File: src/rtl/aes_pkg.sv
// rtl/aes_pkg.sv - shared widths, issue-state encoding and FIFO entry type for the AES input packer
// Ports: none (package). Imported by aes_blk_fifo and aes_in_packer.
package aes_pkg;

    localparam int BLOCK_W       = 128;
    localparam int WORD_W        = 32;
    localparam int WORDS_PER_BLK = 4;

    typedef enum logic [1:0] {
        IDLE  = 2'd0,
        ISSUE = 2'd1,
        WAIT  = 2'd2
    } issue_state_e;

    // One queued block together with the mode captured on its first word.
    typedef struct packed {
        logic               mode;
        logic [BLOCK_W-1:0] data;
    } fifo_entry_t;

endpackage

File: src/rtl/aes_in_packer_if.sv
// rtl/aes_in_packer_if.sv - word stream, AES core handshake and status signals of the packer
// Ports: none; master drives s_* and the core status inputs, slave (the packer) drives
// s_ready, the aes_data_in* issue outputs, blk_count and pad_seen.
interface aes_in_packer_if #(
    parameter int CNT_W = 16
);

    logic              s_valid;
    logic              s_ready;
    logic [31:0]       s_data;
    logic              s_last;
    logic              s_mode;
    logic              aes_rk_ready;
    logic              aes_busy;
    logic              aes_done;
    logic              aes_data_in_valid;
    logic [127:0]      aes_data_in;
    logic              aes_slt_module;
    logic [CNT_W-1:0]  blk_count;
    logic              pad_seen;

    modport master (
        output s_valid, s_data, s_last, s_mode, aes_rk_ready, aes_busy, aes_done,
        input  s_ready, aes_data_in_valid, aes_data_in, aes_slt_module, blk_count, pad_seen
    );

    modport slave (
        input  s_valid, s_data, s_last, s_mode, aes_rk_ready, aes_busy, aes_done,
        output s_ready, aes_data_in_valid, aes_data_in, aes_slt_module, blk_count, pad_seen
    );

endinterface

File: src/rtl/aes_blk_fifo.sv
// rtl/aes_blk_fifo.sv - two-entry queue of assembled blocks awaiting issue to the core
// Ports: clk, rst (sync, active-high); push/wr_data enqueue; pop dequeues the head;
// count is the occupancy 0..2; rd_data is the current head entry.
module aes_blk_fifo
    import aes_pkg::*;
(
    input  logic        clk,
    input  logic        rst,
    input  logic        push,
    input  fifo_entry_t wr_data,
    input  logic        pop,
    output logic [1:0]  count,
    output fifo_entry_t rd_data
);

    fifo_entry_t mem_q [2];
    logic        wr_ptr_q;
    logic        rd_ptr_q;
    logic [1:0]  count_q;
    logic        push_ok;
    logic        pop_ok;

    // A push into a full queue is only accepted when the head leaves on the same edge.
    assign pop_ok  = pop && (count_q != 2'd0);
    assign push_ok = push && ((count_q != 2'd2) || pop_ok);

    always_ff @(posedge clk) begin
        if (rst) begin
            mem_q[0] <= '0;
            mem_q[1] <= '0;
            wr_ptr_q <= 1'b0;
            rd_ptr_q <= 1'b0;
            count_q  <= 2'd0;
        end else begin
            if (push_ok) begin
                mem_q[wr_ptr_q] <= wr_data;
                wr_ptr_q        <= ~wr_ptr_q;
            end
            if (pop_ok) begin
                rd_ptr_q <= ~rd_ptr_q;
            end
            case ({push_ok, pop_ok})
                2'b10:   count_q <= count_q + 2'd1;
                2'b01:   count_q <= count_q - 2'd1;
                default: count_q <= count_q;
            endcase
        end
    end

    assign count   = count_q;
    assign rd_data = mem_q[rd_ptr_q];

endmodule

File: src/rtl/aes_in_packer.sv
// rtl/aes_in_packer.sv - packs 32-bit words into 128-bit blocks and issues them to the AES core
// Ports: clk, rst (sync, active-high); bus (slave) carries the word stream, the core
// handshake (rk_ready/busy/done in, data_in_valid/data_in/slt_module out) and status.
module aes_in_packer
    import aes_pkg::*;
#(
    parameter int CNT_W = 16
) (
    input  logic            clk,
    input  logic            rst,
    aes_in_packer_if.slave  bus
);

    logic [1:0]         word_cnt_q, word_cnt_d;
    logic [95:0]        partial_q, partial_d;
    logic               mode_q, mode_d;
    logic               cur_mode;
    logic               accept;
    logic               complete;
    logic [BLOCK_W-1:0] blk;
    fifo_entry_t        fifo_wr;
    fifo_entry_t        fifo_rd;
    logic [1:0]         fifo_count;

    issue_state_e       state_q, state_d;
    logic               issue;
    logic [BLOCK_W-1:0] data_q;
    logic               slt_q;
    logic               valid_q;
    logic               pad_q;
    logic [CNT_W-1:0]   cnt_q;

    // Ready stays low while full even mid-block; this keeps the push path free of stall cases.
    assign bus.s_ready = !rst && (fifo_count < 2'd2);
    assign accept      = bus.s_valid && bus.s_ready;
    assign cur_mode    = (word_cnt_q == 2'd0) ? bus.s_mode : mode_q;
    assign complete    = accept && ((word_cnt_q == 2'd3) || bus.s_last);

    // blk is the block as it would look if the current word closed it. The partial register
    // is cleared on every completion, so words beyond the current one are already zero.
    always_comb begin
        blk        = {partial_q, 32'h0};
        partial_d  = partial_q;
        word_cnt_d = word_cnt_q;
        mode_d     = mode_q;
        case (word_cnt_q)
            2'd0:    blk[127:96] = bus.s_data;
            2'd1:    blk[95:64]  = bus.s_data;
            2'd2:    blk[63:32]  = bus.s_data;
            default: blk[31:0]   = bus.s_data;
        endcase
        if (accept) begin
            if (complete) begin
                partial_d  = '0;
                word_cnt_d = 2'd0;
            end else begin
                partial_d  = blk[127:32];
                word_cnt_d = word_cnt_q + 2'd1;
                mode_d     = cur_mode;
            end
        end
        fifo_wr.mode = cur_mode;
        fifo_wr.data = blk;
    end

    aes_blk_fifo u_fifo (
        .clk     (clk),
        .rst     (rst),
        .push    (complete),
        .wr_data (fifo_wr),
        .pop     (issue),
        .count   (fifo_count),
        .rd_data (fifo_rd)
    );

    always_comb begin
        state_d = state_q;
        issue   = 1'b0;
        case (state_q)
            IDLE: begin
                if ((fifo_count != 2'd0) && bus.aes_rk_ready && !bus.aes_busy) begin
                    state_d = ISSUE;
                    issue   = 1'b1;
                end
            end
            ISSUE:   state_d = WAIT;
            WAIT:    if (bus.aes_done) state_d = IDLE;
            default: state_d = IDLE;
        endcase
    end

    always_ff @(posedge clk) begin
        if (rst) begin
            state_q    <= IDLE;
            word_cnt_q <= 2'd0;
            partial_q  <= '0;
            mode_q     <= 1'b0;
            data_q     <= '0;
            slt_q      <= 1'b0;
            valid_q    <= 1'b0;
            pad_q      <= 1'b0;
            cnt_q      <= '0;
        end else begin
            state_q    <= state_d;
            word_cnt_q <= word_cnt_d;
            partial_q  <= partial_d;
            mode_q     <= mode_d;
            valid_q    <= issue;
            if (issue) begin
                data_q <= fifo_rd.data;
                slt_q  <= fifo_rd.mode;
                cnt_q  <= cnt_q + 1'b1;
            end
            if (complete && (word_cnt_q != 2'd3)) begin
                pad_q <= 1'b1;
            end
        end
    end

    assign bus.aes_data_in_valid = valid_q;
    assign bus.aes_data_in       = data_q;
    assign bus.aes_slt_module    = slt_q;
    assign bus.blk_count         = cnt_q;
    assign bus.pad_seen          = pad_q;

endmodule

File: src/flat_wrapper.sv
// flat-port wrapper written by rule: the top's interface ports become plain ports
module aes_in_packer_flat import aes_pkg::*;
#(
    parameter int CNT_W = 16
)
  (clk, rst, bus_s_valid, bus_s_data, bus_s_last, bus_s_mode, bus_aes_rk_ready, bus_aes_busy, bus_aes_done, bus_s_ready, bus_aes_data_in_valid, bus_aes_data_in, bus_aes_slt_module, bus_blk_count, bus_pad_seen);
  aes_in_packer_if #(.CNT_W(CNT_W)) bus_i ();
  input  logic clk;
  input  logic rst;
  input wire logic [$bits(bus_i.s_valid)-1:0] bus_s_valid;
  input wire logic [$bits(bus_i.s_data)-1:0] bus_s_data;
  input wire logic [$bits(bus_i.s_last)-1:0] bus_s_last;
  input wire logic [$bits(bus_i.s_mode)-1:0] bus_s_mode;
  input wire logic [$bits(bus_i.aes_rk_ready)-1:0] bus_aes_rk_ready;
  input wire logic [$bits(bus_i.aes_busy)-1:0] bus_aes_busy;
  input wire logic [$bits(bus_i.aes_done)-1:0] bus_aes_done;
  output wire logic [$bits(bus_i.s_ready)-1:0] bus_s_ready;
  output wire logic [$bits(bus_i.aes_data_in_valid)-1:0] bus_aes_data_in_valid;
  output wire logic [$bits(bus_i.aes_data_in)-1:0] bus_aes_data_in;
  output wire logic [$bits(bus_i.aes_slt_module)-1:0] bus_aes_slt_module;
  output wire logic [$bits(bus_i.blk_count)-1:0] bus_blk_count;
  output wire logic [$bits(bus_i.pad_seen)-1:0] bus_pad_seen;
  assign bus_i.s_valid = bus_s_valid;
  assign bus_i.s_data = bus_s_data;
  assign bus_i.s_last = bus_s_last;
  assign bus_i.s_mode = bus_s_mode;
  assign bus_i.aes_rk_ready = bus_aes_rk_ready;
  assign bus_i.aes_busy = bus_aes_busy;
  assign bus_i.aes_done = bus_aes_done;
  assign bus_s_ready = bus_i.s_ready;
  assign bus_aes_data_in_valid = bus_i.aes_data_in_valid;
  assign bus_aes_data_in = bus_i.aes_data_in;
  assign bus_aes_slt_module = bus_i.aes_slt_module;
  assign bus_blk_count = bus_i.blk_count;
  assign bus_pad_seen = bus_i.pad_seen;
  aes_in_packer #(.CNT_W(CNT_W)) u_core (.clk(clk), .rst(rst), .bus(bus_i));
endmodule
File: config.mk
export PLATFORM = sky130hd
export DESIGN_NAME = aes_in_packer_flat
export DESIGN_NICKNAME = d
export VERILOG_FILES = /design/src/rtl/aes_pkg.sv /design/src/rtl/aes_in_packer_if.sv /design/src/rtl/aes_blk_fifo.sv /design/src/rtl/aes_in_packer.sv /design/src/flat_wrapper.sv
export SDC_FILE = /design/constraint.sdc
export NUM_CORES = 1
export LEC_CHECK = 0
export BUFFER_PORTS_ARGS = -buffer_cell sky130_fd_sc_hd__buf_2
export CAP_MARGIN = 40
export CORE_MARGIN = 3
export CORE_UTILIZATION = 50
export DETAILED_ROUTE_END_ITERATION = 8
export GPL_ROUTABILITY_DRIVEN = 0
export PLACE_DENSITY_LB_ADDON = 0.05
export SLEW_MARGIN = 30
export SYNTH_ARGS = -nofsm -noshare
export SYNTH_HDL_FRONTEND = slang
export SYNTH_SLANG_ARGS = --single-unit
File: constraint.sdc
create_clock -name clk -period 5.6 [get_ports clk]
set_input_delay 1.12 -clock clk [delete_from_list [all_inputs] [get_ports clk]]
set_output_delay 1.12 -clock clk [all_outputs]
set_load 0.05 [all_outputs]
==> out/metrics.csv, run 1 <==
stage;metric;value;unit
placement;place_ws;1760;ps
logic_synthesis;yosys_warnings;0;
logic_synthesis;yosys_most_used_dff;edfxtp_1;
power_and_ir_drop;ir_worst_vdd;0.215;mV
global_route;grt.total_usage;23.6;%
detailed_routing;avgViaCountPerCell;5.60;
floorplan;core_area;39200;sq um
detailed_routing;ant_nets;0;
timing;rsz0062_at_grt;no;
worst_setup_path;crit_path_start_kind;input pin;
floorplan;fp.dieArea;42600;sq um
cells_and_area;n_antenna_cell;0;
logic_synthesis;syn_area;20100;sq um
job;maxCapViolCount;0;
logic_synthesis;async_flop_share;0;%
detailed_routing;drc_errors;0;
global_route;grt_overflow_total;0;
logic_synthesis;synth_cell_type_count;37;
worst_setup_path;cp.arrival;2410;ps
power_and_ir_drop;power.internal;6.28;mW
detailed_routing;wl_per_cell;21.0;um
cells_and_area;fin_area;23300;sq um
clocking;clock_path_buffers;3;
logic_synthesis;ys_seq_area_share;63.6;%
detailed_routing;routed-via-count;13400;
placement;io_buffer_count;187;
power_and_ir_drop;switching_share;23.8;%
logic_synthesis;syn_avg_cell_area;11.8;sq um
floorplan;fp.dieH;206;um
timing;hold_ws;492;ps
worst_setup_path;required;4480;ps
clocking;cts-htree-levels;2;
cells_and_area;utilization;59.4;%
hold_path;hp-class;reg2reg;
cells_and_area;nets;1884;
worst_setup_path;crit_type;in2out;
floorplan;io_pins;188;
placement;hpwl;31500;um
power_and_ir_drop;clkPwrFrac;42.0;%
global_route;antenna_found_initial;0;
timing;skew;10.3;ps
worst_setup_path;end_kind;output pin;
detailed_routing;drt_wl_total;50300;um
timing;finalWorstSetupSlack;2070;ps
clocking;clkSlewWorstSetupHoldPaths;60;ps
floorplan;start_util;51.3;%
power_and_ir_drop;p_sw;1.96;mW
global_route;grt_max_degree;137;
power_and_ir_drop;power_frac_seq;49.9;%
timing;slew_violations;0;
clocking;cts_hold_repair.buffers;0;
worst_setup_path;cp_max_fo;61;
timing;worstMarginPinSlew;940;ps
global_route;grt_pass1_wl;76400;um
timing;fmax;283;MHz
placement;placed_cell_area;21500;sq um
placement;place_inst;2300;
cells_and_area;drive_gt1_share;16.7;%
global_route;grt_pass1_vias;12700;
floorplan;rows;72;
timing;finalSetupTns;0;ps
floorplan;die_w;206;um
clocking;cts_tree;yes;
timing;fin_crit_sh;63.0;%
detailed_routing;first_pass_iters;5;
outcome;status;completed;
clocking;cts_buffers;52;
clocking;cts_root_buf;clkbuf_16;
logic_synthesis;synthCells;1709;
timing;hold_violations;0;
logic_synthesis;syn_nets;1756;
power_and_ir_drop;power_frac_comb;8.1;%
clocking;post_cts_buffers;0;
detailed_routing;drt_iter0_drc;934;
timing;period_needed;3530;ps
power_and_ir_drop;p_leak;8.58;nW
timing;slew_headroom;37.3;%
cells_and_area;final_cells;2399;
cells_and_area;syn2layout_area_growth;15.8;%
logic_synthesis;synth-edff-count;258;
clocking;ctsResizeCount;0;
logic_synthesis;synth_seq_cells;510;
clocking;worst_skew_pair.late_latency;580;ps
clocking;clock-sinks;510;
timing;setup_viol;0;
power_and_ir_drop;total_power;8.24;mW
power_and_ir_drop;p_per_area;354;nW/um^2
## worst max-delay path, cell delays in order
cell,delay (ps)
clkbuf_8,360
buf_4,590
nor2_1,70
buf_2,230
## power groups by stage
stage	clock network (mW)	registers [mW]	logic (mW)
2_1_floorplan	0	4.34	0.301
3_3_place_gp	0	4.19	0.653
3_5_place_dp	0	4.19	0.671
4_1_cts	3.53	4.11	0.672
5_1_grt	3.69	4.13	0.715
6_report	3.46	4.11	0.667
## logic make-up (layout without fill, tap and decap cells)
family,Yosys count,in the layout,synth area share (%)
buffers and inverters,147,319,3.18
DFF,510,510,63.6
and+or+nand+nor,556,556,11.9
muxes,228,228,11.4
adders and majority gates,7,7,0.436
AOI/OAI and AO/OA,251,251,9.08
xor gates and xnor gates,10,10,0.436
## registers in the layout, summed over array words and instances, names as in the netlist
signal	flops
u_core.bus.blk_count	16
u_core.bus.aes_data_in	128
u_core.state_q	2
u_core.u_fifo.mem_q	258
u_core.word_cnt_q	2
u_core.bus.pad_seen	1
u_core.u_fifo.count	2
u_core.bus.aes_slt_module	1
u_core.u_fifo.rd_ptr_q	1
u_core.bus.aes_data_in_valid	1
u_core.partial_q	96
u_core.mode_q	1
u_core.u_fifo.wr_ptr_q	1
## final timing paths
path	end	slack, ps	cells after the start	from
worst max-delay path	bus_s_ready	2070	4	rst
worst min-delay path	u_core.bus.blk_count[15]	490	2	u_core.bus.blk_count[15]
worst max register to register	u_core.u_fifo.mem_q[0][93]	3020	6	u_core.word_cnt_q[0]
worst min register to register	u_core.bus.blk_count[15]	490	2	u_core.bus.blk_count[15]
## placed cells by master, fill, tap and decap left out, drive strengths merged, types with 5 or more instances in the layout
| cell | n |
|---|---|
| nor2 | 440 |
| edfxtp | 258 |
| dfxtp | 252 |
| mux2i | 228 |
| buf | 211 |
| a211oi | 129 |
| a22oi | 96 |
| clkbuf | 86 |
| and3 | 70 |
| nand2 | 14 |
| a21oi | 12 |
| o21ai | 12 |
| clkinv | 11 |
| inv | 9 |
| xnor2 | 8 |
| or3 | 8 |
| ha | 7 |
| nand3 | 5 |
## Yosys cell counts, drive strengths merged, types with 2 or more instances
master	count	area share, %
or2	2	0.062
xnor2	8	0.35
ha	7	0.44
nor4	2	0.062
edfxtp	258	39
and3	70	2.2
xor2	2	0.087
nand3	5	0.12
buf	50	1.4
nand2	14	0.26
a21oi	12	0.30
nand4	4	0.12
inv	9	0.17
nor3	2	0.050
and4	4	0.17
clkbuf	88	1.7
mux2i	228	11
a211oi	129	4.8
a22oi	96	3.6
nor2	440	8.2
or3	8	0.25
o21ai	12	0.30
dfxtp	252	25
## routing by layer
| layer | track usage, % | part of all wire [%] |
|---|---|---|
| met1 | 34.0 | 46 |
| met4 | 7.76 | 2.6 |
| met5 | 0 | 0 |
| met2 | 37.2 | 46 |
| met3 | 2.95 | 5.3 |
## layout make-up
cell class	instances	area, sq um
fillers	3266	15900
flip-flops and latches	510	12800
multi-input cells	1052	6740
clock buffers	85	1610
repair buffers	212	1300
well taps	518	648
clock inverters	13	126
inverters	9	41.3
Note: power is estimated with default switching activity, not from simulation.
==> run 2, diff against run 1 <==
ABC_AREA = 1   (was not set)
clock period = 3.4 ns   (was 5.6 ns; I/O delays follow)
==> run 2 against run 1 <==
  * Non-clock buffer count rose by 3
  * Flip-flop and latch count did not move
  * Global-route usage rose by 2.1 points
  * Via count rose by 17%
  * Register-to-register slack got worse by 1900 ps
  * Sequential power rose by 65%
  * Critical path type is now reg2reg
  * Largest cell class unchanged
  * Largest power group unchanged
==> out/metrics.csv, run 2 <==
stage;metric;value;unit
cells_and_area;mostFrequentLayoutCell;nand2_1;
detailed_routing;drc_errors;0;
logic_synthesis;post-synth-top-count-cell;nand2_1;
detailed_routing;drt_wl_total;56300;um
detailed_routing;first_pass_iters;5;
outcome;status;completed;
clocking;cts_buffers;53;
global_route;grt_overflow_total;0;
power_and_ir_drop;power_frac_seq;49.2;%
logic_synthesis;syn_nets;2180;
worst_setup_path;crit_type;reg2reg;
worst_setup_path;end_kind;flip-flop;
logic_synthesis;synth_seq_cells;510;
detailed_routing;avgViaCountPerCell;5.59;
timing;setup_viol;0;
global_route;use_met2;39.8;%
floorplan;start_util;50.8;%
worst_setup_path;path_cells;ha_1 -> nor2_1 -> nor2_2 -> inv_2 -> or2_4 -> buf_12 -> nor3_1;
global_route;antenna_found_initial;0;
power_and_ir_drop;power.internal;10.4;mW
clocking;cts-htree-levels;2;
logic_synthesis;synth-edff-count;258;
global_route;grt_max_degree;162;
clocking;cts_root_buf;clkbuf_16;
timing;worstMarginPinSlew;770;ps
logic_synthesis;synthXorXnorAreaFrac;0.0433;%
logic_synthesis;ys_top_cells_by_area;edfxtp_1 38%, dfxtp_1 25%, nand2_1 9.2%;
detailed_routing;ant_nets;0;
clocking;ctsResizeCount;0;
global_route;met3_usage;3.27;%
power_and_ir_drop;total_power;13.8;mW
global_route;grt_pass1_wl;86900;um
logic_synthesis;syn_avg_cell_area;9.48;sq um
logic_synthesis;ys_seq_area_share;63.3;%
power_and_ir_drop;clkPwrFrac;42.6;%
floorplan;core_area;39800;sq um
clocking;clock-sinks;510;
timing;hold_violations;0;
floorplan;die_w;207;um
timing;slew_violations;0;
logic_synthesis;synth_top_family_by_area;simple AND/OR/NAND/NOR gates;
worst_setup_path;crit_path_start_kind;flip-flop;
job;maxCapViolCount;0;
timing;finalWorstSetupSlack;1160;ps
timing;fin_crit_sh;65.9;%
power_and_ir_drop;switching_share;24.4;%
cells_and_area;syn2layout_area_growth;15.4;%
placement;place_ws;761;ps
logic_synthesis;netlist.top_cell.by_area;edfxtp_1;
detailed_routing;wl_per_cell;20.0;um
detailed_routing;drt_iter0_drc;1289;
global_route;gr-max-usage-layer;met2;
hold_path;hp-class;in2reg;
worst_setup_path;cp.arrival;2550;ps
clocking;clkSlewWorstSetupHoldPaths;60;ps
logic_synthesis;async_flop_share;0;%
global_route;grt_pass1_vias;14800;
power_and_ir_drop;ir_worst_vdd;0.392;mV
floorplan;fp.dieArea;42900;sq um
clocking;clock_path_buffers;3;
detailed_routing;routed-via-count;15700;
clocking;cts_hold_repair.buffers;0;
power_and_ir_drop;power_frac_comb;8.1;%
cells_and_area;largest_register_ffs;258;
logic_synthesis;yosys_warnings;0;
clocking;worst_skew_pair.late_latency;590;ps
cells_and_area;n_antenna_cell;0;
power_and_ir_drop;p_per_area;591;nW/um^2
logic_synthesis;synth_compound_area_share;13.8;%
logic_synthesis;synth_fa_ha_area_share;0.433;%
logic_synthesis;yosys.area_share.simple;17.7;%
cells_and_area;mostFrequentLayoutCells;492 x nand2_1, 324 x nor2_1, 258 x edfxtp_1;
logic_synthesis;netlist.area_leader.share;38.3;%
logic_synthesis;synth_cell_type_count;26;
timing;rsz0062_at_grt;no;
worst_setup_path;crit_slowest_cell;buf_12;
worst_setup_path;required;3700;ps
power_and_ir_drop;p_sw;3.37;mW
global_route;grtUsageMet1;37.6;%
logic_synthesis;synth_common_cells;496 x nand2_1, 324 x nor2_1, 258 x edfxtp_1;
clocking;post_cts_buffers;0;
placement;hpwl;32300;um
timing;finalSetupTns;0;ps
logic_synthesis;syn_area;20200;sq um
cells_and_area;drive_gt1_share;13.8;%
timing;period_needed;2240;ps
floorplan;fp.dieH;207;um
floorplan;rows;73;
placement;io_buffer_count;187;
clocking;cts_tree;yes;
logic_synthesis;synthCells;2133;
worst_setup_path;max_stage_delay;520;ps
worst_setup_path;cp_max_fo;130;
cells_and_area;regMostFlops;u_core.u_fifo.mem_q;
logic_synthesis;yosys_most_used_dff;edfxtp_1;
power_and_ir_drop;p_leak;8.90;nW
cells_and_area;nets;2289;
timing;fmax;446;MHz
floorplan;io_pins;188;
timing;slew_headroom;48.7;%
timing;hold_ws;406;ps
global_route;grt.total_usage;25.6;%
timing;skew;13.9;ps
logic_synthesis;synthMuxAreaShare;0;%
-- run 2: cell families (layout without fill, tap and decap cells) --
| group | count (synthesis) | count (layout) |
|---|---|---|
| AND/OR/NAND/NOR | 913 | 913 |
| flip-flops | 510 | 510 |
| AO/OA/AOI/OAI | 475 | 475 |
| buffers and inverters | 227 | 381 |
| adder cells (fa/ha/maj) | 7 | 7 |
| XOR/XNOR | 1 | 1 |
-- run 2: worst paths after layout --
| kind | start | endpoint | slack (ps) | cells past startpoint |
|---|---|---|---|---|
| setup / recovery | u_core.word_cnt_q[0] | u_core.u_fifo.mem_q[0][13] | 1160 | 7 |
| hold / removal | bus_aes_done | u_core.state_q[1] | 410 | 3 |
| setup reg to reg | u_core.word_cnt_q[0] | u_core.u_fifo.mem_q[0][13] | 1160 | 7 |
| hold reg to reg | u_core.bus.pad_seen | u_core.bus.pad_seen | 520 | 2 |
-- run 2: power by group through the flow --
stage | clock network (mW) | logic (mW) | registers (mW)
3_3_place_gp | 0 | 1.10 | 6.92
2_1_floorplan | 0 | 0.509 | 7.14
5_1_grt | 6.20 | 1.21 | 6.81
3_5_place_dp | 0 | 1.12 | 6.92
4_1_cts | 5.97 | 1.12 | 6.79
6_report | 5.88 | 1.12 | 6.79
-- run 2: metrics by stage --
stage / area, sq um / cells / utilization (%)
2_1_floorplan: 20200 / 2133 / -
3_5_place_dp: 21500 / 2711 / 54.0
4_1_cts: 23300 / 2811 / 58.5
3_3_place_gp: 21500 / 2710 / 53.9
6_report: 23300 / 2812 / 58.6
5_1_grt: 23300 / 2812 / 58.6
-- run 2: worst max-delay path, delay by kind of cell, from the launching register on --
kind,cells,cell delay [ps]
DFF,1,360
adders and majority gates,1,240
buffers and inverters,2,610
and+or+nand+nor,4,660
-- run 2: per-layer routing --
| metal | part of all wire (%) | wire length [um] | vias to the layer above |
|---|---|---|---|
| li1 | - | - | 7461 |
| met3 | 6.6 | 3720 | 91 |
| met2 | 45 | 25200 | 547 |
| met1 | 46 | 25800 | 7634 |
| met4 | 2.8 | 1600 | 0 |
| met5 | 0 | 0 | - |
-- run 2: cell type report --
class,instances,area [sq um]
Fill cell,3536,16500
Sequential cell,510,12800
Multi-Input combinational cell,1396,6520
Clock buffer,81,1610
Timing Repair Buffer,215,1320
Tap cell,525,657
Inverter,66,255
Clock inverter,19,168
